`src/rtl/nivel2_mag_controle_pkg.sv`:
```
// Shared types and constants for the magnetron enable controller:
// FSM states, stop-cause codes and the safe reset values of the synchronized inputs.
package mag_ctrl_pkg;

  typedef enum logic {
    IDLE    = 1'b0,
    COOKING = 1'b1
  } state_t;

  typedef enum logic [1:0] {
    CAUSE_NONE  = 2'd0,
    CAUSE_USER  = 2'd1,
    CAUSE_DOOR  = 2'd2,
    CAUSE_TIMER = 2'd3
  } cause_t;

  localparam logic RST_STARTN      = 1'b1;
  localparam logic RST_STOPN       = 1'b1;
  localparam logic RST_CLEARN      = 1'b1;
  localparam logic RST_DOOR_CLOSED = 1'b0;
  localparam logic RST_TIMER_DONE  = 1'b0;

  // Exit reason when several causes coincide: door beats timer beats user.
  function automatic cause_t exit_cause(input logic door_closed, input logic timer_done);
    cause_t c;
    if (!door_closed) begin
      c = CAUSE_DOOR;
    end else if (timer_done) begin
      c = CAUSE_TIMER;
    end else begin
      c = CAUSE_USER;
    end
    return c;
  endfunction

endpackage

```
`src/rtl/nivel2_mag_controle_if.sv`:
```
// Panel/interlock inputs and magnetron status outputs of the controller.
// The slave side is the controller; the master side drives the buttons and switches.
interface nivel2_mag_controle_if;

  logic       startn;
  logic       stopn;
  logic       clearn;
  logic       door_closed;
  logic       timer_done;
  logic       mag_on;
  logic [1:0] stop_cause;

  modport slave (
    input  startn, stopn, clearn, door_closed, timer_done,
    output mag_on, stop_cause
  );

  modport master (
    output startn, stopn, clearn, door_closed, timer_done,
    input  mag_on, stop_cause
  );

endinterface

```
`src/rtl/nivel2_mag_controle_sync.sv`:
```
// Single-bit multi-flop synchronizer; on reset every stage loads RST_VAL so the
// controller sees a safe input value until real samples have propagated.
module mag_sync #(
  parameter int   STAGES  = 2,
  parameter logic RST_VAL = 1'b0
) (
  input  logic clk,
  input  logic reset,
  input  logic i_d,
  output logic o_q
);

  logic [STAGES-1:0] r_sh;

  // Shift chain, oldest sample at the top bit.
  always_ff @(posedge clk or posedge reset) begin
    if (reset) begin
      r_sh <= {STAGES{RST_VAL}};
    end else begin
      r_sh <= {r_sh[STAGES-2:0], i_d};
    end
  end

  assign o_q = r_sh[STAGES-1];

endmodule

```
`src/rtl/nivel2_mag_controle.sv`:
```
// Magnetron enable controller: synchronizes the panel inputs, latches COOKING on START
// and drops it on STOP/CLEAR/door open/timer done, recording why the cook ended.
module nivel2_mag_controle
  import mag_ctrl_pkg::*;
#(
  parameter int SYNC_STAGES = 2
) (
  input  logic                   clk,
  input  logic                   reset,
  nivel2_mag_controle_if.slave   bus
);

  logic   w_startn;
  logic   w_stopn;
  logic   w_clearn;
  logic   w_door_closed;
  logic   w_timer_done;
  logic   w_set;
  logic   w_clr;
  state_t r_state;
  logic   r_mag_on;
  cause_t r_cause;

  mag_sync #(.STAGES(SYNC_STAGES), .RST_VAL(RST_STARTN)) u_sync_startn (
    .clk(clk), .reset(reset), .i_d(bus.startn), .o_q(w_startn));
  mag_sync #(.STAGES(SYNC_STAGES), .RST_VAL(RST_STOPN)) u_sync_stopn (
    .clk(clk), .reset(reset), .i_d(bus.stopn), .o_q(w_stopn));
  mag_sync #(.STAGES(SYNC_STAGES), .RST_VAL(RST_CLEARN)) u_sync_clearn (
    .clk(clk), .reset(reset), .i_d(bus.clearn), .o_q(w_clearn));
  mag_sync #(.STAGES(SYNC_STAGES), .RST_VAL(RST_DOOR_CLOSED)) u_sync_door (
    .clk(clk), .reset(reset), .i_d(bus.door_closed), .o_q(w_door_closed));
  mag_sync #(.STAGES(SYNC_STAGES), .RST_VAL(RST_TIMER_DONE)) u_sync_timer (
    .clk(clk), .reset(reset), .i_d(bus.timer_done), .o_q(w_timer_done));

  assign w_set = ~w_startn & w_door_closed & ~w_timer_done;
  assign w_clr = ~w_stopn | ~w_clearn | ~w_door_closed | w_timer_done;

  // Cook FSM; mag_on is registered alongside the state so it is 1 exactly in COOKING.
  always_ff @(posedge clk or posedge reset) begin
    if (reset) begin
      r_state  <= IDLE;
      r_mag_on <= 1'b0;
      r_cause  <= CAUSE_NONE;
    end else begin
      case (r_state)
        IDLE: begin
          if (w_set & ~w_clr) begin
            r_state  <= COOKING;
            r_mag_on <= 1'b1;
            r_cause  <= CAUSE_NONE;
          end else begin
            r_mag_on <= 1'b0;
          end
        end
        COOKING: begin
          if (w_clr) begin
            r_state  <= IDLE;
            r_mag_on <= 1'b0;
            r_cause  <= exit_cause(w_door_closed, w_timer_done);
          end else begin
            r_mag_on <= 1'b1;
          end
        end
        default: begin
          r_state  <= IDLE;
          r_mag_on <= 1'b0;
        end
      endcase
    end
  end

  assign bus.mag_on     = r_mag_on;
  assign bus.stop_cause = r_cause;

endmodule

```
`src/flat_wrapper.sv`:
```
// flat-port wrapper written by rule: the top's interface ports become plain ports
module nivel2_mag_controle_flat import mag_ctrl_pkg::*;
#(
  parameter int SYNC_STAGES = 2
)
  (clk, reset, bus_startn, bus_stopn, bus_clearn, bus_door_closed, bus_timer_done, bus_mag_on, bus_stop_cause);
  nivel2_mag_controle_if bus_i ();
  input  logic clk;
  input  logic reset;
  input wire logic [$bits(bus_i.startn)-1:0] bus_startn;
  input wire logic [$bits(bus_i.stopn)-1:0] bus_stopn;
  input wire logic [$bits(bus_i.clearn)-1:0] bus_clearn;
  input wire logic [$bits(bus_i.door_closed)-1:0] bus_door_closed;
  input wire logic [$bits(bus_i.timer_done)-1:0] bus_timer_done;
  output wire logic [$bits(bus_i.mag_on)-1:0] bus_mag_on;
  output wire logic [$bits(bus_i.stop_cause)-1:0] bus_stop_cause;
  assign bus_i.startn = bus_startn;
  assign bus_i.stopn = bus_stopn;
  assign bus_i.clearn = bus_clearn;
  assign bus_i.door_closed = bus_door_closed;
  assign bus_i.timer_done = bus_timer_done;
  assign bus_mag_on = bus_i.mag_on;
  assign bus_stop_cause = bus_i.stop_cause;
  nivel2_mag_controle #(.SYNC_STAGES(SYNC_STAGES)) u_core (.clk(clk), .reset(reset), .bus(bus_i));
endmodule
```
`config.mk`:
```
export PLATFORM = sky130hd
export DESIGN_NAME = nivel2_mag_controle_flat
export DESIGN_NICKNAME = d
export VERILOG_FILES = /design/src/rtl/nivel2_mag_controle_pkg.sv /design/src/rtl/nivel2_mag_controle_if.sv /design/src/rtl/nivel2_mag_controle_sync.sv /design/src/rtl/nivel2_mag_controle.sv /design/src/flat_wrapper.sv
export SDC_FILE = /design/constraint.sdc
export NUM_CORES = 1
export LEC_CHECK = 0
export CAP_MARGIN = 0
export CORE_AREA = 4 4 41 43
export DETAILED_ROUTE_END_ITERATION = 7
export DIE_AREA = 0 0 45 47
export MAX_ROUTING_LAYER = met4
export SKIP_LAST_GASP = 1
export SYNTH_ARGS = -nofsm -noshare
export SYNTH_HDL_FRONTEND = slang
export SYNTH_HIERARCHICAL = 1
export SYNTH_SLANG_ARGS = --single-unit
```
`constraint.sdc`:
```
create_clock -name clk -period 2.1 [get_ports clk]
set_input_delay 0.42 -clock clk [delete_from_list [all_inputs] [get_ports clk]]
set_output_delay 0.42 -clock clk [all_outputs]
set_load 0.01 [all_outputs]
```
==> impl_results.md, run 1 <==
- Die width: 45 um
- Synth warn: 6
- Number of global-route vias before repair: 273
- Setup bufs post-CTS: 0
- Syn Inst Count: 32
- Worst relative slew slack: 0.799
- Vias per cell: 4.47
- Worst-Margin Slew: 297 ps
- Worst Hold Depth: 0
- Slew Viols, Final: 0
- H-tree depth: 1
- Initial Util: 0.337
- Residual DRC count: 0
- Area Growth Syn to Fin: 30.8%
- Reg clk slew, reported paths: 70 ps
- Wirelength, routed: 683 um
- Fmax: 586 MHz
- Site Rows: 13
- Max-cap violations: 0
- Die Ht: 47 um
- Status: finished clean
- Crit end category: output pin
- GRT met3 Usage: 0.0230
- Worst Reg2Reg Path Length in Cells: 3
- I/O Buffers: 9
- Max FO, Critical Path: 7
- Lkg Pwr: 0.273 nW
- Seq cells post-synth: 13
- Mapped cell area: 439 um^2
- Cts-stage hold buffer count: 0
- Worst EP required: roughly 1700 ps
- Io pins: 10
- Post-layout util: 0.441
- Final Cycle Share: 0.813
- Type of the tightest min-delay check: flop to flop
- Final setup viols: 0
- Die area: 0.00212 mm^2
- Tot GR Track Use: 0.0846
- Clock skew: ~4.3 ps
- Post-synth net total: 39
- CP Launch Type: flop
- CTS root buf: clkbuf_4
- Largest net degree at the start of global routing: 8
- Number of buffers created by CTS: 3
- Pwr/cell area: 849 mW/mm^2
- Fraction of layout cells with a size suffix above 1: 0.244
- Global Route met1 Usage: 0.0668
- Synth unique cells: 13
- Area of the core: 0.00130 mm^2
- Family with the most delay on the worst path: buffers and inverters
- Critical path, cell by cell: clkdlybuf4s50_1
- Iteration-0 DRC Markers: 6
- Most Crowded Layer GR: met2
- Minimum clock period after layout: roughly 1700 ps
- DR vias: 268
- CTS sink cnt: 13
- GPL Wtd Cong: 0.676
- DR pass1 iterations: 4
- Crit Path Category: flop to output pin
- Critical path depth in cells: 1
- Clock Latency Late Sink: between 200 and 300 ps
- Post-layout net count: 53
- CP arrival: 1290 ps
- CP peak stage delay: 570 ps
- Synth Area per Inst: 13.7 um^2
- Register area share after synthesis: 0.758
- Total negative slack: 0 ps
- RSZ-0062 raised after global routing: no
- Clock tree buffer depth: 2
- GRT Residual Overflow: 0
- Slowest cell on crit path: clkdlybuf4s50_1
- Setup slack, reg-to-reg: between 900 and 1000 ps
- Antenna Cells: 0
- Initial antenna violation count: 0
- Post-DP HPWL: 552 um
- Worst path buffer plus inverter count: 1
- Resized cells post-CTS: 0
- WL per Instance: roughly 11 um
- CTS tree: built
- Fin. Hold Viols: 0
- Worst vdd ir: 301 uV
- GRT met2 Usage: 0.150
- First-pass GRT wire length: 1100 um
- Antenna Nets Post-Route: 0
-- path summary, 6_finish.rpt --
path,from,end
min in group asynchronous,reset,u_core/u_sync_timer/r_sh[0]
worst min register to register,u_core/u_sync_timer/r_sh[0],u_core/u_sync_timer/r_sh[1]
max in group asynchronous,reset,u_core/u_sync_stopn/r_sh[1]
worst min-delay path,u_core/u_sync_timer/r_sh[0],u_core/u_sync_timer/r_sh[1]
worst max register to register,u_core/u_sync_clearn/r_sh[1],u_core/bus.stop_cause[1]
worst max-delay path,u_core/bus.mag_on,bus_mag_on
-- where the power goes --
part           internal [mW]  switching [mW]  total, mW
Clock                 0.0736          0.0728      0.146
Combinational         0.0349          0.0235     0.0584
Sequential             0.274         0.00879      0.283
-- registers in the layout, summed over array words and instances (netlist names) --
signal / flops
u_core/u_sync_clearn/r_sh: 2
u_core/u_sync_timer/r_sh: 2
u_core/u_sync_stopn/r_sh: 2
u_core/bus.stop_cause: 2
u_core/bus.mag_on: 1
u_core/u_sync_startn/r_sh: 2
u_core/u_sync_door/r_sh: 2
-- layout make-up --
class,count,area (um^2)
fillers,133,727
flip-flops and latches,13,333
repair buffers,9,90.1
multi-input cells,11,76.3
inverters,8,30.0
clock buffers,4,26.3
well taps,15,18.8
-- cells in the mapped netlist --
cell	n	area, um^2
inv_1	8	30.0
a222oi_1	1	10.0
nand2_1	1	3.75
nor4bb_2	1	16.3
nor2_1	1	3.75
and2b_2	1	8.76
a21o_1	1	7.51
nand2b_1	1	6.26
dfstp_2	6	158
o21ai_0	1	5.00
a21oi_1	2	10.0
dfrtp_1	7	175
nor3_1	1	5.00
-- per-layer routing --
metal,vias up,wire [um],share of wire
li1,125,-,-
met1,129,227,0.33
met2,12,376,0.55
met3,2,57,0.083
met4,0,22,0.032
met5,-,0,0
-- stage by stage --
stage | instance area (um^2) | power (mW) | std cells | hold WS [ps] | worst slack [ps]
floorplan | 439 | 0.310 | 32 | 161 | 1030
global placement | 548 | 0.343 | 56 | 336 | 709
detailed placement | 548 | 0.347 | 56 | 336 | 676
CTS | 574 | 0.498 | 60 | 353 | 370
global route | 574 | 0.514 | 60 | 360 | 334
finish | 574 | 0.487 | 60 | 352 | 393
-- logic make-up (layout without fill, tap and decap cells) --
logic type | count (synthesis) | in the layout | share of synthesized area
AO/OA/AOI/OAI | 5 | 5 | 0.0741
buffers and inverters | 8 | 21 | 0.0684
flip-flops | 13 | 13 | 0.758
AND/OR/NAND/NOR | 6 | 6 | 0.0997
-- cells in the final DEF (no fill, tap or decap) --
cell and count:
nor2_1 1, nor3_1 1, dfrtp_1 7, a21oi_1 2, clkbuf_4 3, inv_1 8
and2b_2 1, a222oi_1 1, clkdlybuf4s50_1 9, dfstp_2 6, o21ai_0 1, nand2_1 1
clkbuf_1 1, a21o_1 1, nand2b_1 1, nor4bb_2 1
No activity file was read; power rests on OpenSTA's default activity.
==> inputs of run 2 (changes only) <==
- clock period: 2.1 -> 1.4 ns (I/O delays scaled with it)
==> impl_results.md, run 2 (synthesized netlist as in run 1, its figures left out) <==
- Status: finished clean
- Iteration-0 DRC Markers: 4
- I/O Buffers: 9
- Number of global-route vias before repair: just under 300
- Minimum clock period after layout: 1210 ps
- Post-layout net count: between 50 and 60
- Design Area, Final: 578 um^2
- Clock skew: 0.468 ps
- Cts-stage hold buffer count: 0
- Launch point of the worst reg-to-reg path: u_core/u_sync_clearn/r_sh[1]
- RSZ-0062 raised after global routing: no
- Crit end category: output pin
- Worst relative slew slack: 0.787
- Worst R2R End: u_core/bus.stop_cause[1]
- Final setup viols: 0
- Reg clk slew, reported paths: 70 ps
- Area after DPL: 556 um^2
- Most frequent cells in the layout: inv_1, dfrtp_1, clkdlybuf4s50_1, dfstp_2
- First-pass GRT wire length: 1080 um
- Initial Util: 0.337
- Largest net degree at the start of global routing: 8
- Most common cell after layout, fill and taps aside: inv_1
- Io pins: 10
- CP Launch Type: flop
- GPL Wtd Cong: 0.741
- Fillcell total: 126
- Register share of total power: 0.593
- Pwr/cell area: ~1200 mW/mm^2
- Worst vdd ir: ~450 uV
- Site Rows: 13
- H-tree depth: 1
- Worst path buffer plus inverter count: 1
- Area of the core: between 0.001 and 0.0015 mm^2
- Vias per cell: 4.30
- CTS sink cnt: 13
- P_int: between 500 and 600 uW
- Die area: around 0.0021 mm^2
- Critical path, cell by cell: dlygate4sd2_1
- Net Sw Power: between 150 and 200 uW
- Clock Latency Late Sink: ~260 ps
- GRT Residual Overflow: 0
- Worst Reg2Reg Path Length in Cells: 3
- CTS tree: built
- CTS root buf: clkbuf_4
- Tot GR Track Use: 0.0790
- Lkg Pwr: 0.288 nW
- Clock share of power: 0.294
- Total negative slack: 0 ps
- Post-DP HPWL: about 560 um
- Max-cap violations: 0
- Final Cycle Share: 0.861
- CP peak stage delay: 380 ps
- Fmax: ~830 MHz
- Wirelength, routed: 654 um
- Worst-Margin Slew: 314 ps
- CP arrival: between 900 and 1000 ps
- Clock tree buffer depth: 2
- Residual DRC count: 0
- Type of the tightest min-delay check: input port to async pin
- Fraction of layout cells with a size suffix above 1: 0.261
- Slew Viols, Final: 0
- Combinational power share: 0.113
- Worst EP required: approximately 1100 ps
- Switching Fraction: 0.211
- DR vias: 262
- Die width: 45 um
- Setup slack, reg-to-reg: 230 ps
- Area Growth Syn to Fin: 31.6%
- Fin worst setup slack: 194 ps
- DR pass1 iterations: 4
- Family with the most delay on the worst path: flip-flops
- Final Power: 714 uW
- Max FO, Critical Path: 2
- Antenna Nets Post-Route: 0
- Initial antenna violation count: 0
- Place WS: 206 ps
- Crit Path Category: flop to output pin
- Antenna Cells: 0
- Slowest cell on crit path: dfrtp_1
- WL per Instance: 10.7 um
- Fin. Hold Viols: 0
- Die Ht: 47 um
- Number of buffers created by CTS: 3
run 2: cell types whose count changed in the layout (fill, tap and decap cells not counted), sizes merged:
cell,previous run,this run
clkdlybuf4s50,9,6
dlygate4sd2,0,3
buf,0,1
run 2: per-stage QoR:
step                       util  hold WS, ps  std cells
final                     0.444          311         61
after global routing      0.444          339         61
after CTS                 0.444          305         61
after detailed placement  0.427          340         57
after global placement    0.427          336         57
after floorplan               -         21.2         32
run 2: power groups by stage:
stage	clock, mW	sequential, mW	combinational [mW]
2_1_floorplan	0	0.436	0.0287
3_3_place_gp	0	0.429	0.0869
3_5_place_dp	0	0.432	0.0922
4_1_cts	0.225	0.424	0.0826
5_1_grt	0.241	0.426	0.0899
6_report	0.210	0.424	0.0806
run 2: worst max path at each step:
stage | startpoint | endpoint | slack (ps) | cells after the start
after floorplan | u_core/u_sync_clearn/r_sh[1] | u_core/bus.stop_cause[1] | 330 | 3
after global placement | u_core/bus.stop_cause[0] | bus_stop_cause[0] | 270 | 1
after detailed placement | u_core/bus.mag_on | u_core/bus.stop_cause[1] | 210 | 4
after CTS | u_core/bus.stop_cause[1] | bus_stop_cause[1] | 170 | 1
after global routing | u_core/bus.stop_cause[1] | bus_stop_cause[1] | 150 | 1
final | u_core/bus.stop_cause[1] | bus_stop_cause[1] | 190 | 1
run 2: area by class of cell:
class                   count  area [um^2]  share of cell area
multi-input cells          11         76.3               0.132
inverters                   8         30.0              0.0519
well taps                  15         18.8              0.0325
flip-flops and latches     13          333               0.576
clock buffers               4         26.3              0.0455
repair buffers             10         93.8               0.162
run 2: repair_timing:
item / 4_1_cts / 5_1_grt
resized for setup: 3 / 0
endpoints found under the hold margin: 0 / 0
endpoints found under the setup margin: 3 / 0
buffers inserted: 0 / 0
run 2: routing by layer:
metal  up-vias  GRT usage  part of all wire
li1        126          -                 -
met1       125     0.0697              0.35
met2         9      0.136              0.55
met3         2     0.0230             0.089
met4         0     0.0702            0.0076
met5         -          -                 0
==> inputs of run 3 (changes only) <==
--- a/config.mk
+++ b/config.mk
@@ -13,2 +13,3 @@
 export SKIP_LAST_GASP = 1
+export SLEW_MARGIN = 20
 export SYNTH_ARGS = -nofsm -noshare
--- a/constraint.sdc
+++ b/constraint.sdc
@@ -3,2 +3,2 @@
 set_output_delay 0.28 -clock clk [all_outputs]
-set_load 0.01 [all_outputs]
+set_load 0.05 [all_outputs]
==> impl_results.md, run 3 (synthesized netlist as in run 1, its figures left out) <==
- Worst path buffer plus inverter count: 1
- I/O Buffers: 9
- Final setup viols: 0
- Non-Filler Instances: 60
- Wirelength, routed: between 700 and 800 um
- Slew Viols, Final: 0
- Largest net degree at the start of global routing: 8
- Worst vdd ir: 632 uV
- CTS tree: built
- Die Ht: 47 um
- Placed Cells: 56
- Reg clk slew, reported paths: ~70 ps
- H-tree depth: 1
- Worst-Margin Slew: 326 ps
- WL per Instance: about 12 um
- Number of buffers created by CTS: 3
- Antenna Cells: 0
- CP arrival: around 950 ps
- GPL Wtd Cong: 0.650
- Type of the tightest min-delay check: input port to async pin
- Cts-stage hold buffer count: 0
- Post-DP HPWL: approximately 600 um
- Clock tree buffer depth: 2
- Most common cell after layout, fill and taps aside: inv_1
- Worst relative slew slack: 0.780
- Residual DRC count: 0
- Site Rows: 13
- Final Cycle Share: 0.879
- DR pass1 iterations: 4
- Max FO, Critical Path: 7
- Number of global-route vias before repair: 307
- Initial antenna violation count: 0
- Max-cap violations: 0
- Clock Latency Late Sink: about 260 ps
- Status: finished clean
- Io pins: 10
- Resized cells post-CTS: 0
- Vias per cell: 4.42
- DR vias: around 270
- Area Growth Syn to Fin: 37.6%
- GRT Residual Overflow: 0
- Die area: 0.00212 mm^2
- Post-layout util: 0.464
- Fin. Hold Viols: 0
- CP Launch Type: flop
- Die width: ~45 um
- Initial Util: 0.337
- Total negative slack: 0 ps
- Post-layout net count: 53
- Pwr/cell area: around 1300 mW/mm^2
- CTS root buf: clkbuf_4
- Crit Path Category: flop to output pin
- Family with the most delay on the worst path: flip-flops
- Setup bufs post-CTS: 0
- CP peak stage delay: 510 ps
- Clock skew: between 1.5 and 2 ps
- Lkg Pwr: 0.288 nW
- Slowest cell on crit path: dfrtp_1
- Fraction of layout cells with a size suffix above 1: 0.311
- RSZ-0062 raised after global routing: no
- Fmax: between 800 and 900 MHz
- Minimum clock period after layout: 1230 ps
- CTS sink cnt: 13
- Most frequent cells in the layout: inv_1, dfrtp_1, clkdlybuf4s50_1, dfstp_2
- Critical path, cell by cell: buf_12
- Iteration-0 DRC Markers: 6
- First-pass GRT wire length: between 1000 and 1500 um
- Worst EP required: approximately 1100 ps
- Tot GR Track Use: 0.0875
- Antenna Nets Post-Route: 0
- Crit end category: output pin
- Final Power: around 810 uW
- Area of the core: roughly 0.0013 mm^2
run 3: cell types whose count changed in the layout (fill, tap and decap cells not counted):
| cell | before | now |
|---|---|---|
| buf_4 | 1 | 0 |
| dlygate4sd2_1 | 3 | 0 |
| buf_12 | 0 | 3 |
run 3: worst paths after layout:
check                                                to  slack (ps)  cells after the start                          from
setup / recovery                             bus_mag_on         170                      1             u_core/bus.mag_on
hold / removal              u_core/u_sync_timer/r_sh[1]         320                      2                         reset
hold reg to reg            u_core/u_sync_startn/r_sh[1]         360                      0  u_core/u_sync_startn/r_sh[0]
min in group clk           u_core/u_sync_startn/r_sh[1]         360                      0  u_core/u_sync_startn/r_sh[0]
max in group asynchronous  u_core/u_sync_startn/r_sh[0]         870                      2                         reset
setup reg to reg               u_core/bus.stop_cause[1]         200                      3  u_core/u_sync_clearn/r_sh[1]
run 3: area by class of cell:
type,instances,area [um^2]
clock buffers,4,26.3
flip-flops and latches,13,333
well taps,15,18.8
inverters,8,30.0
fillers,119,697
repair buffers,9,120
multi-input cells,11,76.3
run 3: power by group:
| group | switching [mW] | internal, mW | total (mW) |
|---|---|---|---|
| logic | 0.0807 | 0.0818 | 0.162 |
| clock network | 0.107 | 0.110 | 0.217 |
| registers | 0.0227 | 0.411 | 0.434 |
| total | 0.210 | 0.603 | 0.813 |
run 3: layer usage:
layer | up-vias | GRT usage | wire length (um)
li1 | 124 | - | -
met1 | 132 | 0.0700 | 258
met2 | 9 | 0.155 | 421
met3 | 0 | 0.0345 | 45
met4 | 0 | 0.0702 | 0
met5 | - | - | 0
run 3: per-stage QoR:
| stage | instance area, um^2 | hold WS (ps) | setup WS, ps |
|---|---|---|---|
| after floorplan | 439 | 21.2 | 172 |
| after global placement | 578 | 336 | 303 |
| after detailed placement | 578 | 345 | 208 |
| after CTS | 604 | 309 | 152 |
| after global routing | 604 | 339 | 119 |
| final | 604 | 322 | 169 |
